--- config.mk ---
export PLATFORM = sky130hd
export DESIGN_NAME = motor_drive
export DESIGN_NICKNAME = d
export VERILOG_FILES = /design/src/rtl/motor_drive_pkg.sv /design/src/rtl/motor_drive_pwm_channel.sv /design/src/rtl/motor_drive.sv
export SDC_FILE = /design/constraint.sdc
export NUM_CORES = 1
export LEC_CHECK = 0
export ABC_AREA = 0
export BUFFER_PORTS_ARGS = -buffer_cell sky130_fd_sc_hd__buf_4
export CORE_ASPECT_RATIO = 0.5
export CORE_MARGIN = 5
export CORE_UTILIZATION = 47
export DETAILED_ROUTE_END_ITERATION = 8
export PLACE_DENSITY = 0.71
export SKIP_CTS_REPAIR_TIMING = 1
export SYNTH_ARGS = -nofsm -noshare
export SYNTH_HDL_FRONTEND = slang
export SYNTH_SLANG_ARGS = --single-unit
--- constraint.sdc ---
create_clock -name clk -period 8.63 [get_ports clk]
set_clock_uncertainty 0.1 [all_clocks]
set_input_delay 2.589 -clock clk [delete_from_list [all_inputs] [get_ports clk]]
set_output_delay 2.589 -clock clk [all_outputs]
set_load 0.005 [all_outputs]
--- src/rtl/motor_drive_pkg.sv ---
// Shared encodings and helpers for the motor_drive actuator stage.
package motor_drive_pkg;

  // FSM state encodings, also visible on state_o
  localparam logic [1:0] ST_IDLE  = 2'd0;
  localparam logic [1:0] ST_RUN   = 2'd1;
  localparam logic [1:0] ST_DEAD  = 2'd2;
  localparam logic [1:0] ST_FAULT = 2'd3;

  // Direction field dir_cmd_i[1:0]; 00/11 mean stop
  localparam logic [1:0] DIR_FWD = 2'b01;
  localparam logic [1:0] DIR_REV = 2'b10;

  // Steering field dir_cmd_i[3:2]; 00/11 mean straight
  localparam logic [1:0] STEER_LEFT  = 2'b01;
  localparam logic [1:0] STEER_RIGHT = 2'b10;

  // Speed ceiling while exactly one TMR module is flagged faulty
  localparam logic [3:0] DEGRADED_CAP = 4'd8;

  // Number of faulty modules that forces the latched safe stop
  localparam int FAULT_MIN = 2;

  function automatic logic [1:0] popcount3(input logic [2:0] v);
    return {1'b0, v[0]} + {1'b0, v[1]} + {1'b0, v[2]};
  endfunction

endpackage

--- src/rtl/motor_drive_pwm_channel.sv ---
// One H-bridge channel: level-vs-counter compare, direction gating and
// the registered a/b bridge outputs.
module pwm_channel
  import motor_drive_pkg::*;
#(
  parameter int PWM_BITS = 8
) (
  input  logic                clk,
  input  logic                rst,
  input  logic [PWM_BITS-1:0] pwm_cnt,
  input  logic [3:0]          level,
  input  logic [1:0]          dir,
  input  logic                run_en,
  output logic                a,
  output logic                b
);

  logic pwm;

  // pwm_cnt < (level << (PWM_BITS-4)) reduces to comparing the top nibble,
  // because the shifted threshold has all-zero low bits. Level 15 is full on.
  assign pwm = (level == 4'hF) || (pwm_cnt[PWM_BITS-1 -: 4] < level);

  // Register the gated bridge drives; a and b are mutually exclusive via dir
  always_ff @(posedge clk or posedge rst) begin
    if (rst) begin
      a <= 1'b0;
      b <= 1'b0;
    end else begin
      a <= pwm && (dir == DIR_FWD) && run_en;
      b <= pwm && (dir == DIR_REV) && run_en;
    end
  end

endmodule

--- src/rtl/motor_drive.sv ---
// Differential-drive actuator stage: ramped level, dead-time on reversal,
// degraded speed cap on one faulty module, latched safe stop on two or more.
module motor_drive
  import motor_drive_pkg::*;
#(
  parameter int PWM_BITS = 8,
  parameter int RAMP_DIV = 16,
  parameter int DEAD_CYC = 8
) (
  input  logic       clk,
  input  logic       rst,
  input  logic [3:0] speed_cmd_i,
  input  logic [3:0] dir_cmd_i,
  input  logic [2:0] fault_i,
  output logic       l_a_o,
  output logic       l_b_o,
  output logic       r_a_o,
  output logic       r_b_o,
  output logic [3:0] lvl_o,
  output logic [1:0] state_o
);

  localparam int PS_W = (RAMP_DIV > 1) ? $clog2(RAMP_DIV) : 1;
  localparam int DC_W = (DEAD_CYC > 1) ? $clog2(DEAD_CYC) : 1;
  localparam logic [PS_W-1:0] PS_LAST = PS_W'(RAMP_DIV - 1);
  localparam logic [DC_W-1:0] DC_LAST = DC_W'(DEAD_CYC - 1);

  logic [PWM_BITS-1:0] pwm_cnt;
  logic [PS_W-1:0]     presc;
  logic [DC_W-1:0]     dead_cnt;
  logic [1:0]          state;
  logic [1:0]          dir_q;
  logic [3:0]          lvl;

  logic [1:0] n_fault;
  logic       fault_hard;
  logic       fault_soft;
  logic       tick;
  logic [1:0] cmd_dir;
  logic [1:0] steer;
  logic       cmd_valid;
  logic       cmd_opp;
  logic [3:0] target_raw;
  logic [3:0] target;
  logic [3:0] lvl_l;
  logic [3:0] lvl_r;
  logic       run_en;

  assign cmd_dir    = dir_cmd_i[1:0];
  assign steer      = dir_cmd_i[3:2];
  assign n_fault    = popcount3(fault_i);
  assign fault_hard = (32'(n_fault) >= FAULT_MIN);
  assign fault_soft = (n_fault == 2'd1);
  assign tick       = (presc == PS_LAST);
  assign cmd_valid  = (cmd_dir == DIR_FWD) || (cmd_dir == DIR_REV);
  assign cmd_opp    = cmd_valid && (cmd_dir != dir_q);

  // A command in the other direction ramps down to 0 before any reversal
  assign target_raw = (cmd_dir == dir_q) ? speed_cmd_i : 4'd0;
  assign target     = (fault_soft && (target_raw > DEGRADED_CAP)) ? DEGRADED_CAP : target_raw;

  // The inner wheel of a turn runs at half level
  assign lvl_l = (steer == STEER_LEFT)  ? (lvl >> 1) : lvl;
  assign lvl_r = (steer == STEER_RIGHT) ? (lvl >> 1) : lvl;

  // Fault is folded in combinationally so the sampling edge already drives low
  assign run_en = (state == ST_RUN) && !fault_hard;

  assign lvl_o   = lvl;
  assign state_o = state;

  // Free-running PWM counter and ramp prescaler, independent of the FSM
  always_ff @(posedge clk or posedge rst) begin
    if (rst) begin
      pwm_cnt <= '0;
      presc   <= '0;
    end else begin
      pwm_cnt <= pwm_cnt + 1'b1;
      presc   <= tick ? '0 : presc + 1'b1;
    end
  end

  // Drive FSM with level ramp; a hard fault overrides every other transition
  always_ff @(posedge clk or posedge rst) begin
    if (rst) begin
      state    <= ST_IDLE;
      dir_q    <= DIR_FWD;
      lvl      <= 4'd0;
      dead_cnt <= '0;
    end else if (fault_hard) begin
      state    <= ST_FAULT;
      lvl      <= 4'd0;
      dead_cnt <= '0;
    end else begin
      case (state)
        ST_IDLE: begin
          lvl <= 4'd0;
          if (cmd_valid && (speed_cmd_i != 4'd0)) begin
            dir_q <= cmd_dir;
            state <= ST_RUN;
          end
        end
        ST_RUN: begin
          if ((lvl == 4'd0) && !cmd_valid) begin
            state <= ST_IDLE;
          end else if ((lvl == 4'd0) && cmd_opp) begin
            state    <= ST_DEAD;
            dead_cnt <= '0;
          end else if (tick) begin
            if (lvl < target) begin
              lvl <= lvl + 4'd1;
            end else if (lvl > target) begin
              lvl <= lvl - 4'd1;
            end
          end
        end
        ST_DEAD: begin
          // Commands are ignored here; the reversal always completes
          if (dead_cnt == DC_LAST) begin
            dir_q <= ~dir_q;
            state <= ST_RUN;
          end else begin
            dead_cnt <= dead_cnt + 1'b1;
          end
        end
        ST_FAULT: begin
          lvl <= 4'd0;
          if (speed_cmd_i == 4'd0) begin
            state <= ST_IDLE;
          end
        end
        default: state <= ST_IDLE;
      endcase
    end
  end

  pwm_channel #(.PWM_BITS(PWM_BITS)) u_left (
    .clk     (clk),
    .rst     (rst),
    .pwm_cnt (pwm_cnt),
    .level   (lvl_l),
    .dir     (dir_q),
    .run_en  (run_en),
    .a       (l_a_o),
    .b       (l_b_o)
  );

  pwm_channel #(.PWM_BITS(PWM_BITS)) u_right (
    .clk     (clk),
    .rst     (rst),
    .pwm_cnt (pwm_cnt),
    .level   (lvl_r),
    .dir     (dir_q),
    .run_en  (run_en),
    .a       (r_a_o),
    .b       (r_b_o)
  );

endmodule

# Word-level counts from Yosys, hierarchy flattened
# Cells that the tools add are included.
[word_totals]
register_bits = 27
[op_classes]
n_addsub = 7
magnitude_cmp = 6
eq_ne = 28
mux = 27
bitwise_logic = 2
reduce_logical = 31
[op_table]
columns = ["op", "count"]
rows = [
  ["4-bit two-way mux", 11],
  ["3-bit != test (second input constant)", 7],
  ["2-bit two-way mux", 8],
  ["1-bit logical AND", 14],
  ["4-bit equality test (second input constant)", 3],
  ["4-bit < comparator", 3],
  ["3-bit two-way mux", 4],
  ["4-bit AND reduction", 3],
  ["2-bit by 1-bit equality test with 1-bit output (second input constant)", 5],
  ["2-bit equality test (second input constant)", 5],
  ["4-bit by 1-bit adder with 4-bit output (second input constant)", 2],
  ["8-bit by 1-bit adder with 8-bit output (second input constant)", 1],
  ["4-bit zero test", 2],
  ["4-bit by 2-bit != test with 1-bit output (second input constant)", 2],
  ["2-bit one-hot mux with 4 select lines", 1],
  ["4-bit one-hot mux with 2 select lines", 1],
  ["3-bit one-hot mux with 2 select lines", 1],
  ["3-bit nonzero test", 2],
  ["5-bit AND reduction", 1],
  ["4-bit > comparator", 1],
  ["4-bit > comparator (second input constant)", 1],
  ["2-bit != test (second input constant)", 2],
  ["2-bit one-hot mux with 2 select lines", 1],
  ["4-bit nonzero test", 1],
  ["other kinds (16)", 19],
]

# Longest topological paths before layout
[logic_depth]
depth_word = 13
depth_mapped = 16
depth_no_buf = 15

# By module
# Synthesis repeated with hierarchy kept, for this count alone.
[unflattened]
hier_cells = 203
area_unflattened_um2 = 1951.9
[modules_own_cells]
columns = ["mod", "instances", "cells_per_inst", "area_each_um2", "seq_area_each_um2"]
rows = [
  ["motor_drive", 1, 167, 1606.5, 576.8],
  ["pwm_channel", 2, 18, 172.7, 50.0],
]

# Worst setup path before layout
# OpenSTA, ideal clock, no wires.
[synth_timing]
path_type = "input port to flip-flop"
from = "in fault_i[0]"
to = "reg lvl[3] (netlist: lvl_o[3])"
setup_ns = 0.121
arrival_time_ns = 5.267
setup_slack_ns = 3.142
path_stages = 16
path_buffers = 1
path_cell_list = "inv_1 -> fa_1 -> buf_6 -> nand2_1 -> o31a_1 -> nand2_1 -> ha_1 -> nor2b_1 -> o21bai_1 -> nand2_1 -> ha_1 -> a21o_1 -> a21oi_1 -> a21boi_0 -> o31ai_1 -> a22o_1"
[synth_via]
elab_chain_cells = 12
word_cells_on_any_way = 20
classes_between = "add/sub (2); order compare (3); eq/ne (5); mux (7); reduce/logical (3)"
[synth_rtl]
columns = ["element", "line_no", "text"]
rows = [
  ["start: declaration", "motor_drive.sv:14", "input logic [2:0] fault_i,"],
  ["1-bit by 1-bit adder with 2-bit output *", "motor_drive_pkg.sv:25", "return {1'b0, v[0]} + {1'b0, v[1]} + {1'b0, v[2]};"],
  ["2-bit by 1-bit adder with 2-bit output *", "motor_drive_pkg.sv:25", ""],
  ["2-bit by 1-bit equality test with 1-bit output", "motor_drive.sv:53", "assign fault_soft = (n_fault == 2'd1);"],
  ["1-bit logical AND", "motor_drive.sv:60", "assign target = (fault_soft && (target_raw > DEGRADED_CAP)) ? DEGRADED_CAP : target_raw;"],
  ["4-bit two-way mux", "motor_drive.sv:60", ""],
  ["4-bit < comparator", "motor_drive.sv:110", "if (lvl < target) begin"],
  ["4-bit two-way mux", "motor_drive.sv:110", ""],
  ["4-bit two-way mux", "motor_drive.sv:109", "end else if (tick) begin"],
  ["4-bit two-way mux", "motor_drive.sv:106", "end else if ((lvl == 4'd0) && cmd_opp) begin"],
  ["4-bit two-way mux", "motor_drive.sv:104", "if ((lvl == 4'd0) && !cmd_valid) begin"],
  ["4-bit one-hot mux with 2 select lines", "motor_drive.sv:95", "case (state)"],
  ["4-bit two-way mux", "motor_drive.sv:90", "end else if (fault_hard) begin"],
  ["end signal: assignment", "motor_drive.sv:111", "lvl <= lvl + 4'd1;"],
  ["end signal: assignment", "motor_drive.sv:113", "lvl <= lvl - 4'd1;"],
  ["end: declaration", "motor_drive.sv:33", "logic [3:0] lvl;"],
]
# Every way passes the cells marked *; elsewhere a longest branch is shown, timed or not. The select of a mux whose other input is x is not followed.
# A chain may end at the register's enable or synchronous reset.

# Worst setup path after layout
# Same ends and word-level chain as after synthesis.

==> metrics.md <==
| Metric | Value |
|---|---|
| Status | `completed` |
| CTS sink count | `27` |
| H-tree levels | `1` |
| Dominant cell by count in the synthesized netlist | `dfrtp_1` |
| CP arrival | `5.67 ns` |
| Remaining Overflow, GRT | `0` |
| Reg power frac | `0.313` |
| Synth top area share | `0.3502` |
| Worst relative slew slack | `0.3107` |
| Synth Area in Simple Gates | `0.1818` |
| Final WS setup | `3.034 ns` |
| Final hold vios | `0` |
| Adder-cell share of the synthesized area | `0.1562` |
| IO Pins | `23` |
| Pint | `0.0003339 W` |
| Peak Freq | `0.1787 GHz` |
| FFs w/ async S/R, synth | `1.000` |
| Synth Area in XOR/XNOR | `0.05185` |
| Slew Viols, Final | `0` |
| Sequential-to-total area share from yosys stat | `0.3643` |
| DRT Wirelength | `3552 um` |
| Post-synthesis mux area share | `0.05657` |
| CTS root buf | `clkbuf_8` |
| Mapped Cells | `192` |
| Largest net degree at the start of global routing | `28` |
| Comb pwr share | `0.562` |
| Post-Syn Nets | `227` |
| Nets | `250` |
| Num CTS Buffers | `3` |
| Compound-Gate Fraction of Synth Area | `0.1414` |
| Reg-to-Reg End | `lvl_o[3]` |
| Die Y | `54.46 um` |
| First-pass GRT wire length | `6299 um` |
| NetSw | `0.0002478 W` |
| First DRT Iteration DRCs | `33` |
| Layout cell share with drive strength beyond 1 | `0.1682` |
| Area delta synth->final | `13.47%` |
| Core Util, Final | `0.5457` |
| Via count | `1,419` |
| Most frequent cells after synthesis | `dfrtp_1 (26), ha_1 (20), nand2_1 (19)` |
| Synth warnings | `0` |
| CTS tree | `done` |
| CP startpoint kind | `primary input` |
| GRT Total Usage | `0.1474` |
| Area after DPL | `2062 um2` |
| Setup violations, final | `0` |
| Clock transition at path regs | `0.09 ns` |
| Sw Ratio | `0.4260` |
| Core box area | `3864 um2` |
| Minimum clock period after layout | `5.596 ns` |
| Antenna violations before repair | `0` |
| RePlAce Congestion | `0.7864` |
| Worst hold path startpoint | `pwm_cnt[0]` |
| Setup TNS | `0 ns` |
| Via/cell ratio | `5.295` |
| Register-to-Register Path Depth | `14` |
| Hold endpoint | `pwm_cnt[0]` |
| Worst vdd ir | `0.1101 mV` |
| Top FF cell, synth | `dfrtp_1` |
| Drc violations | `0` |
| Max clock buf depth | `2` |
| Worst-Skew Late Latency | `0.27 ns` |
| Hpwl dp | `2819 um` |
| Post-synth EDFFs | `0` |
| First-pass DRT Iterations | `4` |
| Pre-CTS setup slack | `2.775 ns` |
| Routed wire per std cell | `13.25 um` |
| Tcrit/Tclk final | `0.6484` |
| Yosys cell types | `48` |
| Reg2Reg Setup Slack | `5.24 ns` |
| Vias in the first global route | `1,453` |
| RSZ-0062 raised after global routing | `false` |
| Starting Density | `0.4809` |
| Die area | `5387 um2` |
| Hold/Removal Path Class | `flop to flop` |
| Max Cap Viol | `0` |
| Clock share of power | `0.126` |
| Largest family of logic cells by synthesized area | `simple AND/OR/NAND/NOR gates` |
| ANT nets after route | `0` |
| Top cells by area, synth | `dfrtp_1 (35%), ha_1 (13%), nand2_1 (3.8%)` |
| Fillcell total | `354` |
| Top cell type by total area after synthesis | `dfrtp_1` |
| Cell Pwr Density | `275.9 nW/um2` |
| Post-Syn Area | `1858 um2` |
| Syn_area_per_cell | `9.677 um2` |
| CP Data Required Time | `8.70 ns` |
| Num rows | `16` |
| Static leakage | `1.068 nW` |
| Critical Path Fanout Max | `12` |
| Hold Crit Depth | `1` |
| Worst R2R Start | `dir_q[0]` |
| Die width | `98.92 um` |
| Worst setup path class | `primary input to flop` |
| Synth Register Bits | `27` |
| Worst Tran Pin Value | `1.033 ns` |
| I/O Buffers | `22` |
| Diode count | `0` |
| Worst setup EP type | `flop` |
| Final Cell Area | `2108 um2` |
## cell type report
class | count | area [um2] | area share
inverter | 16 | 60.06 | 0.02849
tap | 54 | 67.56 | 0.03205
clock buffer | 3 | 41.29 | 0.01958
multi-input combinational | 145 | 1092 | 0.5181
clock inverter | 1 | 5.005 | 0.002374
sequential | 27 | 676.9 | 0.3211
timing repair buffer | 22 | 165.2 | 0.07834
## registers in the layout, summed over array words and instances, names as in the netlist, 2 cells and up
register	cells
state_o	2
pwm_cnt	8
dir_q	2
dead_cnt	3
presc	4
lvl_o	4
## routing by layer
layer | up-vias | part of all wire | track usage
li1 | 724 | - | -
met1 | 682 | 0.47 | 0.1744
met2 | 11 | 0.50 | 0.2789
met3 | 2 | 0.024 | 0.03562
met4 | 0 | 0.0039 | 0.03401
met5 | - | 0 | 0
## layout by cell type, fill, tap and decap left out, types with 2 or more instances in the layout
cell type / count
a21oi_1: 6
nor3_1: 2
nand4_1: 2
o31ai_1: 5
o21ai_0: 14
and3_1: 4
nor2_1: 11
xor2_1: 6
xnor2_1: 5
dfrtp_1: 26
nor2b_1: 3
mux2i_1: 6
nand2b_1: 2
clkbuf_8: 3
or2_2: 2
mux2_1: 3
buf_4: 22
inv_1: 16
nand2_1: 19
a211oi_1: 2
nor3b_1: 4
ha_1: 20
nand3_1: 4
o2111ai_1: 2
fa_1: 2
## worst max-delay path, cell delays in order
cell and delay, ns:
buf_4 0.08, inv_1 0.04, fa_1 0.58, nand2_1 0.13, o31a_1 0.15, nand2_1 0.06, ha_1 0.28, nor2b_1 0.14
o21bai_1 0.20, nand2_1 0.14, ha_1 0.31, a21o_1 0.17, a21oi_1 0.17, a21boi_0 0.26, o31ai_1 0.12, a22o_1 0.25
## worst max-delay path by stage
stage,from,end,slack [ns],cells past startpoint
final,fault_i[0],lvl_o[3],3.03,16
after global routing,fault_i[0],lvl_o[3],2.76,16
after CTS,fault_i[0],lvl_o[3],3.07,16
after detailed placement,fault_i[0],lvl_o[3],2.78,16
after global placement,fault_i[0],lvl_o[3],2.91,16
after floorplan,fault_i[0],lvl_o[3],3.14,16
## stage by stage
stage               power [W]  cells  hold slack, ns
global placement    0.0004965    264          0.3616
detailed placement  0.0005129    264          0.3655
finish              0.0005817    268          0.3822
CTS                 0.0005876    268          0.3801
global route        0.0006437    268          0.4145
floorplan           0.0004255    192          0.3366
## kinds of logic (layout without fill, tap and decap cells)
logic type	after synthesis	count (layout)
multiplexers	10	10
flip-flops	27	27
AND/OR/NAND/NOR	62	62
adder cells (fa/ha/maj)	22	22
AO/OA/AOI/OAI	40	40
XOR/XNOR	11	11
buffers and inverters	20	42
## power groups by stage
| stage | registers [W] | logic, W | clock network [W] |
|---|---|---|---|
| after floorplan | 0.000176 | 0.000249 | 0 |
| after global placement | 0.000183 | 0.000313 | 0 |
| after detailed placement | 0.000184 | 0.000328 | 0 |
| after CTS | 0.000182 | 0.000330 | 0.0000752 |
| after global routing | 0.000187 | 0.000376 | 0.0000801 |
| final | 0.000182 | 0.000327 | 0.0000730 |
Note: power is estimated with default switching activity, not from simulation.
